<file path="config.mk">
export PLATFORM = sky130hd
export DESIGN_NAME = html_tokenizer_flat
export DESIGN_NICKNAME = d
export VERILOG_FILES = /design/src/rtl/html_tokenizer_pkg.sv /design/src/rtl/html_tokenizer_if.sv /design/src/rtl/html_name_lookup.sv /design/src/rtl/html_tokenizer.sv /design/src/flat_wrapper.sv
export SDC_FILE = /design/constraint.sdc
export NUM_CORES = 1
export LEC_CHECK = 0
export CAP_MARGIN = 20
export CORE_MARGIN = 5
export CORE_UTILIZATION = 51
export CTS_BUF_LIST = sky130_fd_sc_hd__clkbuf_4 sky130_fd_sc_hd__clkbuf_8
export DETAILED_ROUTE_END_ITERATION = 7
export PLACE_DENSITY = 0.66
export SYNTH_ARGS = -nofsm -noshare
export SYNTH_HDL_FRONTEND = slang
export SYNTH_SLANG_ARGS = --single-unit
</file>
<file path="constraint.sdc">
create_clock -name clock -period 4.4 [get_ports clock]
set_clock_uncertainty 0.2 [all_clocks]
set_input_delay 1.1 -clock clock [delete_from_list [all_inputs] [get_ports clock]]
set_output_delay 1.1 -clock clock [all_outputs]
set_load 0.005 [all_outputs]
</file>
<file path="src/rtl/html_tokenizer_pkg.sv">
// Shared types and constants for the HTML tokenizer: token codes, tag/attribute ids,
// FSM state encoding, name-buffer geometry and small character helpers.
package html_tokenizer_pkg;

   localparam int CHAR_BITS  = 8;
   localparam int NAME_CHARS = 8;
   localparam int NAME_BITS  = NAME_CHARS * CHAR_BITS;

   typedef logic [CHAR_BITS-1:0] char_t;
   typedef logic [NAME_BITS-1:0] name_t;

   typedef enum logic [2:0] {
      TOK_NONE  = 3'd0,
      TOK_TEXT  = 3'd1,
      TOK_OPEN  = 3'd2,
      TOK_CLOSE = 3'd3,
      TOK_ATTR  = 3'd4,
      TOK_END   = 3'd5
   } token_type_e;

   typedef struct packed {
      token_type_e kind;
      logic [3:0]  tag;
      logic [3:0]  attr;
      logic [7:0]  value;
   } token_t;

   typedef enum logic [3:0] {
      S_IDLE, S_TEXT, S_TAG_OPEN, S_TAG_NAME, S_CLOSE_NAME,
      S_TAG_SPACE, S_ATTR_NAME, S_ATTR_VALUE, S_DONE
   } state_e;

   typedef enum logic {KIND_TAG, KIND_ATTR} name_kind_e;

   localparam logic [3:0] ID_UNKNOWN = 4'd0;
   localparam logic [3:0] TAG_BODY   = 4'd1;
   localparam logic [3:0] TAG_P      = 4'd2;
   localparam logic [3:0] ATTR_COLOR = 4'd1;
   localparam logic [3:0] ATTR_SIZE  = 4'd2;

   // Names are shifted in from the right, so a short name is its string zero-extended.
   localparam name_t NAME_BODY  = {32'd0, "body"};
   localparam name_t NAME_P     = {56'd0, "p"};
   localparam name_t NAME_COLOR = {24'd0, "color"};
   localparam name_t NAME_SIZE  = {32'd0, "size"};

   localparam char_t CH_NUL   = 8'h00;
   localparam char_t CH_SPACE = 8'h20;
   localparam char_t CH_SLASH = 8'h2F;
   localparam char_t CH_LT    = 8'h3C;
   localparam char_t CH_EQ    = 8'h3D;
   localparam char_t CH_GT    = 8'h3E;

   function automatic logic is_letter(char_t c);
      return (c >= "a" && c <= "z") || (c >= "A" && c <= "Z");
   endfunction

   function automatic logic is_digit(char_t c);
      return (c >= "0" && c <= "9");
   endfunction

   function automatic name_t name_push(name_t name, char_t c);
      if (name[NAME_BITS-1 -: CHAR_BITS] != '0) return name;
      return {name[NAME_BITS-CHAR_BITS-1:0], c};
   endfunction

   function automatic logic [7:0] value_push(logic [7:0] value, char_t c);
      logic [11:0] acc;
      acc = 12'(value) * 12'd10 + 12'(c - "0");
      return (acc > 12'd255) ? 8'hFF : acc[7:0];
   endfunction

endpackage

</file>
<file path="src/rtl/html_tokenizer_if.sv">
// Reader/token handshake bundle; master is the environment, slave is the tokenizer.
interface html_tokenizer_if;
   import html_tokenizer_pkg::*;

   logic       state_enable;
   char_t      char;
   logic       source_finished;
   logic       token_ready;
   logic       pause;
   logic       token_valid;
   logic [2:0] token_type;
   logic [3:0] token_tag;
   logic [3:0] token_attr;
   logic [7:0] token_value;
   logic       has_finished;

   modport master (
      output state_enable, char, source_finished, token_ready,
      input  pause, token_valid, token_type, token_tag, token_attr, token_value, has_finished
   );

   modport slave (
      input  state_enable, char, source_finished, token_ready,
      output pause, token_valid, token_type, token_tag, token_attr, token_value, has_finished
   );

endinterface

</file>
<file path="src/rtl/html_name_lookup.sv">
// Combinational name-buffer to id matcher; KIND selects the tag or attribute table.
module html_name_lookup
   import html_tokenizer_pkg::*;
#(
   parameter name_kind_e KIND = KIND_TAG
)(
   input  name_t      name,
   output logic [3:0] id
);

   // NOTE: assign every always_comb output a default first so no path infers a latch.
   always_comb begin
      id = ID_UNKNOWN;
      if (KIND == KIND_TAG) begin
         if (name == NAME_BODY)   id = TAG_BODY;
         else if (name == NAME_P) id = TAG_P;
      end else begin
         if (name == NAME_COLOR)     id = ATTR_COLOR;
         else if (name == NAME_SIZE) id = ATTR_SIZE;
      end
   end

endmodule

</file>
<file path="src/rtl/html_tokenizer.sv">
// Streaming HTML tokenizer: consumes one pending reader char at a time and presents
// OPEN/CLOSE/ATTR/TEXT/END tokens on a valid/ready output, pausing the reader meanwhile.
module html_tokenizer
   import html_tokenizer_pkg::*;
(
   input logic            clock,
   input logic            resetn,
   html_tokenizer_if.slave bus
);

   state_e     state, state_next, recover_state;
   name_t      name_q, name_next;
   logic [7:0] value_q, value_next;
   logic       char_pending, pending_next;
   logic       tok_valid_q, tok_valid_next;
   token_t     tok_q, tok_next, emit_tok;
   logic       emit;
   logic       pause_q;
   logic       finished_q, finished_next;
   logic [3:0] tag_id, attr_id;
   char_t      c;
   logic       advance, slot_free, consume, source_end;

   html_name_lookup #(.KIND(KIND_TAG))  u_tag_lookup  (.name(name_q), .id(tag_id));
   html_name_lookup #(.KIND(KIND_ATTR)) u_attr_lookup (.name(name_q), .id(attr_id));

   assign c          = bus.char;
   assign advance    = bus.state_enable & ~pause_q & ~bus.source_finished;
   assign slot_free  = ~tok_valid_q | bus.token_ready;
   assign consume    = bus.state_enable & char_pending & slot_free;
   assign source_end = bus.state_enable & bus.source_finished & ~char_pending
                       & slot_free & (state != S_DONE);
   // A stray '<' inside a tag is re-read as the start of a fresh tag.
   assign recover_state = (c == CH_LT) ? S_TAG_OPEN : S_TEXT;

   always_comb begin
      state_next = state;
      name_next  = name_q;
      value_next = value_q;
      emit       = 1'b0;
      emit_tok   = '0;
      if (consume && state != S_DONE) begin
         if (c == CH_NUL) begin
            emit          = 1'b1;
            emit_tok.kind = TOK_END;
            state_next    = S_DONE;
         end else begin
            case (state)
               S_IDLE, S_TEXT: begin
                  if (c == CH_LT) begin
                     state_next = S_TAG_OPEN;
                  end else begin
                     state_next     = S_TEXT;
                     emit           = 1'b1;
                     emit_tok.kind  = TOK_TEXT;
                     emit_tok.value = c;
                  end
               end
               S_TAG_OPEN: begin
                  if (c == CH_SLASH) begin
                     state_next = S_CLOSE_NAME;
                     name_next  = '0;
                  end else if (is_letter(c)) begin
                     state_next = S_TAG_NAME;
                     name_next  = name_push('0, c);
                  end else begin
                     state_next = recover_state;
                  end
               end
               S_TAG_NAME, S_CLOSE_NAME: begin
                  if (is_letter(c) || is_digit(c)) begin
                     name_next = name_push(name_q, c);
                  end else if (c == CH_GT || (c == CH_SPACE && state == S_TAG_NAME)) begin
                     state_next    = (c == CH_GT) ? S_TEXT : S_TAG_SPACE;
                     emit          = 1'b1;
                     emit_tok.kind = (state == S_TAG_NAME) ? TOK_OPEN : TOK_CLOSE;
                     emit_tok.tag  = tag_id;
                  end else begin
                     state_next = recover_state;
                  end
               end
               S_TAG_SPACE: begin
                  if (is_letter(c)) begin
                     state_next = S_ATTR_NAME;
                     name_next  = name_push('0, c);
                  end else if (c == CH_GT) begin
                     state_next = S_TEXT;
                  end else if (c != CH_SPACE) begin
                     state_next = recover_state;
                  end
               end
               S_ATTR_NAME: begin
                  if (is_letter(c)) begin
                     name_next = name_push(name_q, c);
                  end else if (c == CH_EQ) begin
                     state_next = S_ATTR_VALUE;
                     value_next = '0;
                  end else begin
                     state_next = recover_state;
                  end
               end
               S_ATTR_VALUE: begin
                  if (is_digit(c)) begin
                     value_next = value_push(value_q, c);
                  end else if (c == CH_SPACE || c == CH_GT) begin
                     state_next     = (c == CH_GT) ? S_TEXT : S_TAG_SPACE;
                     emit           = 1'b1;
                     emit_tok.kind  = TOK_ATTR;
                     emit_tok.attr  = attr_id;
                     emit_tok.value = value_q;
                  end else begin
                     state_next = recover_state;
                  end
               end
               default: state_next = recover_state;
            endcase
         end
      end else if (source_end) begin
         emit          = 1'b1;
         emit_tok.kind = TOK_END;
         state_next    = S_DONE;
      end
   end

   always_comb begin
      tok_valid_next = tok_valid_q;
      tok_next       = tok_q;
      if (emit) begin
         tok_valid_next = 1'b1;
         tok_next       = emit_tok;
      end else if (bus.token_ready) begin
         tok_valid_next = 1'b0;
      end
      pending_next  = advance | (char_pending & ~consume);
      finished_next = finished_q | ((state == S_DONE) & tok_valid_q & bus.token_ready);
   end

   // NOTE: state registers use non-blocking assignments so every flop samples pre-edge values.
   always_ff @(posedge clock or negedge resetn) begin
      if (!resetn) begin
         state        <= S_IDLE;
         name_q       <= '0;
         value_q      <= '0;
         char_pending <= 1'b0;
         tok_valid_q  <= 1'b0;
         tok_q        <= '0;
         pause_q      <= 1'b0;
         finished_q   <= 1'b0;
      end else if (!bus.state_enable) begin
         state        <= S_IDLE;
         name_q       <= '0;
         value_q      <= '0;
         char_pending <= 1'b0;
         tok_valid_q  <= 1'b0;
         tok_q        <= '0;
         pause_q      <= 1'b0;
         finished_q   <= 1'b0;
      end else begin
         state        <= state_next;
         name_q       <= name_next;
         value_q      <= value_next;
         char_pending <= pending_next;
         tok_valid_q  <= tok_valid_next;
         tok_q        <= tok_next;
         pause_q      <= tok_valid_next;
         finished_q   <= finished_next;
      end
   end

   assign bus.pause        = pause_q;
   assign bus.token_valid  = tok_valid_q;
   assign bus.token_type   = tok_q.kind;
   assign bus.token_tag    = tok_q.tag;
   assign bus.token_attr   = tok_q.attr;
   assign bus.token_value  = tok_q.value;
   assign bus.has_finished = finished_q;

endmodule

</file>
<file path="src/flat_wrapper.sv">
// flat-port wrapper written by rule: the top's interface ports become plain ports
module html_tokenizer_flat import html_tokenizer_pkg::*;
  (clock, resetn, bus_state_enable, bus_char, bus_source_finished, bus_token_ready, bus_pause, bus_token_valid, bus_token_type, bus_token_tag, bus_token_attr, bus_token_value, bus_has_finished);
  html_tokenizer_if bus_i ();
  input logic clock;
  input logic resetn;
  input wire logic [$bits(bus_i.state_enable)-1:0] bus_state_enable;
  input wire logic [$bits(bus_i.char)-1:0] bus_char;
  input wire logic [$bits(bus_i.source_finished)-1:0] bus_source_finished;
  input wire logic [$bits(bus_i.token_ready)-1:0] bus_token_ready;
  output wire logic [$bits(bus_i.pause)-1:0] bus_pause;
  output wire logic [$bits(bus_i.token_valid)-1:0] bus_token_valid;
  output wire logic [$bits(bus_i.token_type)-1:0] bus_token_type;
  output wire logic [$bits(bus_i.token_tag)-1:0] bus_token_tag;
  output wire logic [$bits(bus_i.token_attr)-1:0] bus_token_attr;
  output wire logic [$bits(bus_i.token_value)-1:0] bus_token_value;
  output wire logic [$bits(bus_i.has_finished)-1:0] bus_has_finished;
  assign bus_i.state_enable = bus_state_enable;
  assign bus_i.char = bus_char;
  assign bus_i.source_finished = bus_source_finished;
  assign bus_i.token_ready = bus_token_ready;
  assign bus_pause = bus_i.pause;
  assign bus_token_valid = bus_i.token_valid;
  assign bus_token_type = bus_i.token_type;
  assign bus_token_tag = bus_i.token_tag;
  assign bus_token_attr = bus_i.token_attr;
  assign bus_token_value = bus_i.token_value;
  assign bus_has_finished = bus_i.has_finished;
  html_tokenizer u_core (.clock(clock), .resetn(resetn), .bus(bus_i));
endmodule
</file>
==> flow_summary.toml, run 1 <==
[setup_path]
required_ns = 4.44
r2r_start = "u_core.value_q[1]"
cp_num_buf_inv = 0
critPathLaunch = "u_core.value_q[1]"
critical_path_class = "register to register"
arrival_ns = 4.16
cp-start-kind = "register"
crit_path_top_delay_cell = "or3b_2"
crit_family = "compound AO/OA/AOI/OAI gates"
crit_chain = "ha_1 > ha_1 > fa_1 > a21o_1 > a21oi_1 > o21bai_1 > a21oi_1 > xnor2_1 > ha_1 > a21oi_1 > or3b_2 > a22oi_2 > a31oi_4 > a221o_1"
end_kind = "register"
critPathMaxFanout = 8
cpPeakStageDelay_ns = 0.47

[clocking]
clock_path_buffers = 2
path_clk_slew_ns = 0.08
holdBufCountCts = 0
cts-htree-levels = 3
cts_resized = 0
cts_tree = "done"
cts_inserted_buffers = 9
cts_root_buffer = "clkbuf_8"
cts_setup_buffers = 0
clkSinkCount = 94
clkLatencyLatePin_ns = 0.36

[floorplan]
dieArea_sq_um = 12700
ios = 35
coreArea_sq_um = 10300
die_h_um = 113
die_w_um = 113
num_rows = 37
start_util = 0.522

[timing]
worst_pin_slew_ns = 0.817
min_period_ns = 4.13
drv_slew = 0
setup_ws_ns = 0.275
max_slew_margin = 0.448
rsz0062_at_grt = "false"
setup_viol = 0
fin_crit_sh = 0.938
fin_setup_tns_ns = 0
max_freq_ghz = 0.242
finalHoldViolCount = 0

[global_route]
globalRouteTotalUtil = 0.211
grt_max_degree = 64
antenna_found_initial = 0
grt_pass1_wl_um = 22000
grt_pass1_vias = 4351
grt_remaining_overflow = 0

[finish]
layout_commonest_cell = "dfrtp_1"
diodes = 0
final_cell_count_no_fill = 681
area_growth_pct = 12.9
finalNetCount = 582
drive_gt1_frac = 0.110
final_cell_mix = "94 x dfrtp_1, 64 x a22o_1, 29 x clkdlybuf4s50_1"

[detailed_routing]
vias = 4396
wire_per_inst_um = 19.3
final_antenna_net_count = 0
drtIter0Drc = 416
vias_per_cell = 6.46
drc = 0
dr.pass1.iters = 5
wirelength_um = 13200

[power_and_ir_drop]
power_leakage_nw = 2.76
power_density_nw_per_um2 = 280
pwr-share-clk = 0.348
p_int_mw = 1.25
ir_drop_uv = 136
p_comb_frac = 0.122
switching_share = 0.266
seqPwrFrac = 0.530
power_mw = 1.70
power_switching_mw = 0.452

[synth]
netlist_instances = 502
synth.distinct_cells = 70
synth-async-reset-ratio = 1.00
synth_edf_count = 0
netlist_area_sq_um = 5360
ys_ff_latch = 94
synth.avg_cell_area_sq_um = 10.7
ys.flop_type = "dfrtp_1"
synth_seq_area_share = 0.439
ys_warn_count = 0

[placement]
place_hpwl_um = 9610
port_buffers = 30
place_ws_ns = 0.0538
gp_congestion = 0.960
dp_cells = 665

[min_path]
hp-class = "register to register"
hold_path.startpoint = "u_core.bus.token_tag[1]"

[run]
cap_viol_max_count = 0

[run_status]
outcome = "completed"
## flip-flops by register name, indices dropped and copies added (netlist names)
name                     count
u_core.bus.has_finished      1
u_core.bus.pause             1
u_core.bus.token_attr        2
u_core.bus.token_tag         2
u_core.bus.token_type        3
u_core.bus.token_value       8
u_core.char_pending          1
u_core.name_q               64
u_core.state                 4
u_core.value_q               8
## Yosys cell counts, drive strengths merged, types with 3 or more instances
| master | number | area [sq um] |
|---|---|---|
| buf | 24 | 215 |
| nor4bb | 5 | 50.1 |
| o21ai | 12 | 60.1 |
| nand2 | 20 | 75.1 |
| a221o | 8 | 80.1 |
| nor4 | 13 | 81.3 |
| o2bb2ai | 9 | 78.8 |
| nand4b | 4 | 35.0 |
| o21a | 3 | 22.5 |
| or4 | 4 | 33.8 |
| nor2 | 26 | 97.6 |
| xnor2 | 7 | 61.3 |
| dfrtp | 94 | 2350 |
| nor2b | 8 | 50.1 |
| a211oi | 5 | 42.5 |
| o211ai | 5 | 42.5 |
| a21oi | 25 | 125 |
| a31oi | 7 | 50.1 |
| nand2b | 4 | 25.0 |
| nand3 | 13 | 65.1 |
| clkbuf | 11 | 42.5 |
| a22o | 64 | 561 |
| xor2 | 5 | 43.8 |
| ha | 27 | 338 |
| inv | 11 | 41.3 |
| nor3 | 14 | 81.3 |
| nand4 | 16 | 100 |
| a22oi | 10 | 75.1 |
| a21o | 5 | 37.5 |
## routing by layer
metal	GRT usage	up-vias	wire [um]
li1	-	2037	-
met1	0.284	2174	5830
met2	0.341	161	6310
met3	0.0253	24	610
met4	0.101	0	410
met5	0	-	0
## layout make-up
class / count / area, sq um
Tap cell: 136 / 170
Inverter: 11 / 41.3
Timing Repair Buffer: 59 / 541
Clock buffer: 10 / 138
Fill cell: 933 / 4220
Multi-Input combinational cell: 365 / 2740
Sequential cell: 94 / 2350
Clock inverter: 6 / 68.8
## per-stage QoR
stage	cell area [sq um]	utilization	hold WS (ns)
final	6050	0.589	0.291
after global routing	6050	0.589	0.321
after floorplan	5370	-	0.268
after CTS	6040	0.588	0.297
after global placement	5830	0.568	0.263
after detailed placement	5830	0.568	0.269
## cell families after synthesis
kind of cell    Yosys count  synth area share
compound gates          173             0.256
simple gates            146             0.157
flops                    94             0.439
buf+inv                  46            0.0558
fa+ha+maj                29            0.0705
xor+xnor                 12            0.0196
other cells               1          0.000699
mux                       1           0.00187
## worst paths after layout
| check | slack [ns] | to | depth (start not counted) |
|---|---|---|---|
| setup / recovery | 0.27 | u_core.value_q[1] | 14 |
| hold / removal | 0.29 | u_core.bus.token_tag[1] | 1 |
| setup reg to reg | 0.27 | u_core.value_q[1] | 14 |
| hold reg to reg | 0.29 | u_core.bus.token_tag[1] | 1 |
| max in group asynchronous | 2.72 | u_core.name_q[19] | 2 |
| min in group asynchronous | 0.51 | u_core.name_q[59] | 1 |
## power groups by stage
| stage | Clock (mW) | Combinational, mW | Sequential [mW] |
|---|---|---|---|
| 4_1_cts | 0.602 | 0.206 | 0.899 |
| 2_1_floorplan | 0 | 0.121 | 0.908 |
| 5_1_grt | 0.644 | 0.228 | 0.902 |
| 3_5_place_dp | 0 | 0.206 | 0.916 |
| 6_report | 0.590 | 0.208 | 0.899 |
| 3_3_place_gp | 0 | 0.203 | 0.915 |
(Power assumes the default switching activity.)
==> run 2, diff against run 1 <==
--- a/config.mk
+++ b/config.mk
@@ -10,6 +10,7 @@
 export CORE_UTILIZATION = 51
 export CTS_BUF_LIST = sky130_fd_sc_hd__clkbuf_4 sky130_fd_sc_hd__clkbuf_8
 export DETAILED_ROUTE_END_ITERATION = 7
+export HOLD_SLACK_MARGIN = 0.06
 export PLACE_DENSITY = 0.66
 export SYNTH_ARGS = -nofsm -noshare
 export SYNTH_HDL_FRONTEND = slang
==> results of run 2 <==
Same layout as run 1: the final DEF is identical, and so are final timing and power.
==> run 3, diff against run 2 <==
--- a/config.mk
+++ b/config.mk
@@ -11,7 +11,7 @@
 export CTS_BUF_LIST = sky130_fd_sc_hd__clkbuf_4 sky130_fd_sc_hd__clkbuf_8
 export DETAILED_ROUTE_END_ITERATION = 7
 export HOLD_SLACK_MARGIN = 0.06
-export PLACE_DENSITY = 0.66
+export PLACE_DENSITY = 0.7
 export SYNTH_ARGS = -nofsm -noshare
 export SYNTH_HDL_FRONTEND = slang
 export SYNTH_SLANG_ARGS = --single-unit
==> flow_summary.toml, run 3 (synthesized netlist as in run 1, its figures left out) <==
[placement]
gp_congestion = 0.989
dp_cells = 660
place_ws_ns = 0.0534
port_buffers = 30
place_hpwl_um = 9240

[power_and_ir_drop]
pwr-share-clk = 0.372
seqPwrFrac = 0.513
power_leakage_nw = 2.75
p_comb_frac = 0.115
ir_drop_uv = 173
power_switching_mw = 0.451
switching_share = 0.257
p_int_mw = 1.30
power_density_nw_per_um2 = 290

[timing]
fin_hold_ws_ns = 0.288
max_slew_margin = 0.388
rsz0062_at_grt = "false"
fin_crit_sh = 0.942
setup_viol = 0
max_freq_ghz = 0.241
fin_setup_tns_ns = 0
drv_slew = 0
finalHoldViolCount = 0
min_period_ns = 4.15
worst_pin_slew_ns = 0.917
setup_ws_ns = 0.253

[detailed_routing]
vias_per_cell = 6.33
wirelength_um = 12800
vias = 4278
drtIter0Drc = 343
dr.pass1.iters = 5
drc = 0
wire_per_inst_um = 18.9
final_antenna_net_count = 0

[clocking]
cts_inserted_buffers = 9
cts_resized = 0
cts_root_buffer = "clkbuf_8"
clock_path_buffers = 2
holdBufCountCts = 0
clkSinkCount = 94
path_clk_slew_ns = 0.09
clkLatencyLatePin_ns = 0.36
cts_tree = "done"
cts_setup_buffers = 0
cts-htree-levels = 3

[floorplan]
ios = 35
dieArea_sq_um = 12700
coreArea_sq_um = 10300
die_w_um = 113
die_h_um = 113
num_rows = 37
start_util = 0.522

[setup_path]
end_kind = "register"
critical_path_class = "register to register"
critPathMaxFanout = 8
required_ns = 4.43
arrival_ns = 4.18
cp-start-kind = "register"

[finish]
area_growth_pct = 12.6
layout_commonest_cell = "dfrtp_1"
diodes = 0
final_cell_mix = "94 x dfrtp_1, 64 x a22o_1, 29 x clkdlybuf4s50_1"
largest_reg_flops = 64
top_register = "u_core.name_q"
drive_gt1_frac = 0.102
finalNetCount = 577
finish.utilization = 0.588
final_cell_count_no_fill = 676
fillers = 880

[global_route]
antenna_found_initial = 0
grt_max_degree = 64
grt_remaining_overflow = 0
grt_pass1_vias = 4298
globalRouteTotalUtil = 0.209
grt_pass1_wl_um = 21700

[min_path]
hp-class = "register to register"

[run]
cap_viol_max_count = 0

[run_status]
outcome = "completed"
## run 3: power by group through the flow
stage / combinational, mW / clock (mW) / sequential (mW)
floorplan: 0.121 / 0 / 0.908
global placement: 0.198 / 0 / 0.915
detailed placement: 0.202 / 0 / 0.916
CTS: 0.202 / 0.663 / 0.899
global route: 0.224 / 0.701 / 0.902
finish: 0.202 / 0.652 / 0.899
## run 3: worst max-delay path, stage by stage (launching register included)
cell,delay [ns]
dfrtp_1,0.47
ha_1,0.32
ha_1,0.23
fa_1,0.41
a21o_1,0.17
a21oi_1,0.21
o21bai_1,0.09
a21oi_1,0.17
xnor2_1,0.14
ha_1,0.33
a21oi_1,0.15
or3b_2,0.47
a22oi_2,0.21
a31oi_4,0.17
a221o_1,0.29
## run 3: layer usage
layer / share of wire / global-route usage / vias to the layer above
met2: 0.49 / 0.337 / 121
met1: 0.45 / 0.281 / 2106
met3: 0.040 / 0.0334 / 26
li1: - / - / 2025
met4: 0.026 / 0.0841 / 0
met5: 0 / 0 / -
## run 3: final timing paths
kind / startpoint / endpoint / slack, ns / cells past startpoint
worst max-delay path: u_core.value_q[1] / u_core.value_q[7] / 0.25 / 14
worst max register to register: u_core.value_q[1] / u_core.value_q[7] / 0.25 / 14
worst min-delay path: u_core.bus.token_attr[1] / u_core.bus.token_attr[1] / 0.29 / 1
min in group asynchronous: resetn / u_core.name_q[61] / 0.55 / 1
max in group asynchronous: resetn / u_core.name_q[4] / 2.70 / 2
worst min register to register: u_core.bus.token_attr[1] / u_core.bus.token_attr[1] / 0.29 / 1
## run 3: layout make-up
cell class / instances / area [sq um] / share of cell area
Timing Repair Buffer: 54 / 503 / 0.0833
Clock inverter: 6 / 91.3 / 0.0151
Clock buffer: 10 / 138 / 0.0228
Tap cell: 136 / 170 / 0.0282
Inverter: 11 / 41.3 / 0.00684
Multi-Input combinational cell: 365 / 2740 / 0.454
Sequential cell: 94 / 2350 / 0.390
## run 3: through the flow
step,total power [mW],cell area [sq um]
after detailed placement,1.12,5800
after floorplan,1.03,5370
after global routing,1.83,6040
final,1.75,6040
after CTS,1.76,6020
after global placement,1.11,5800
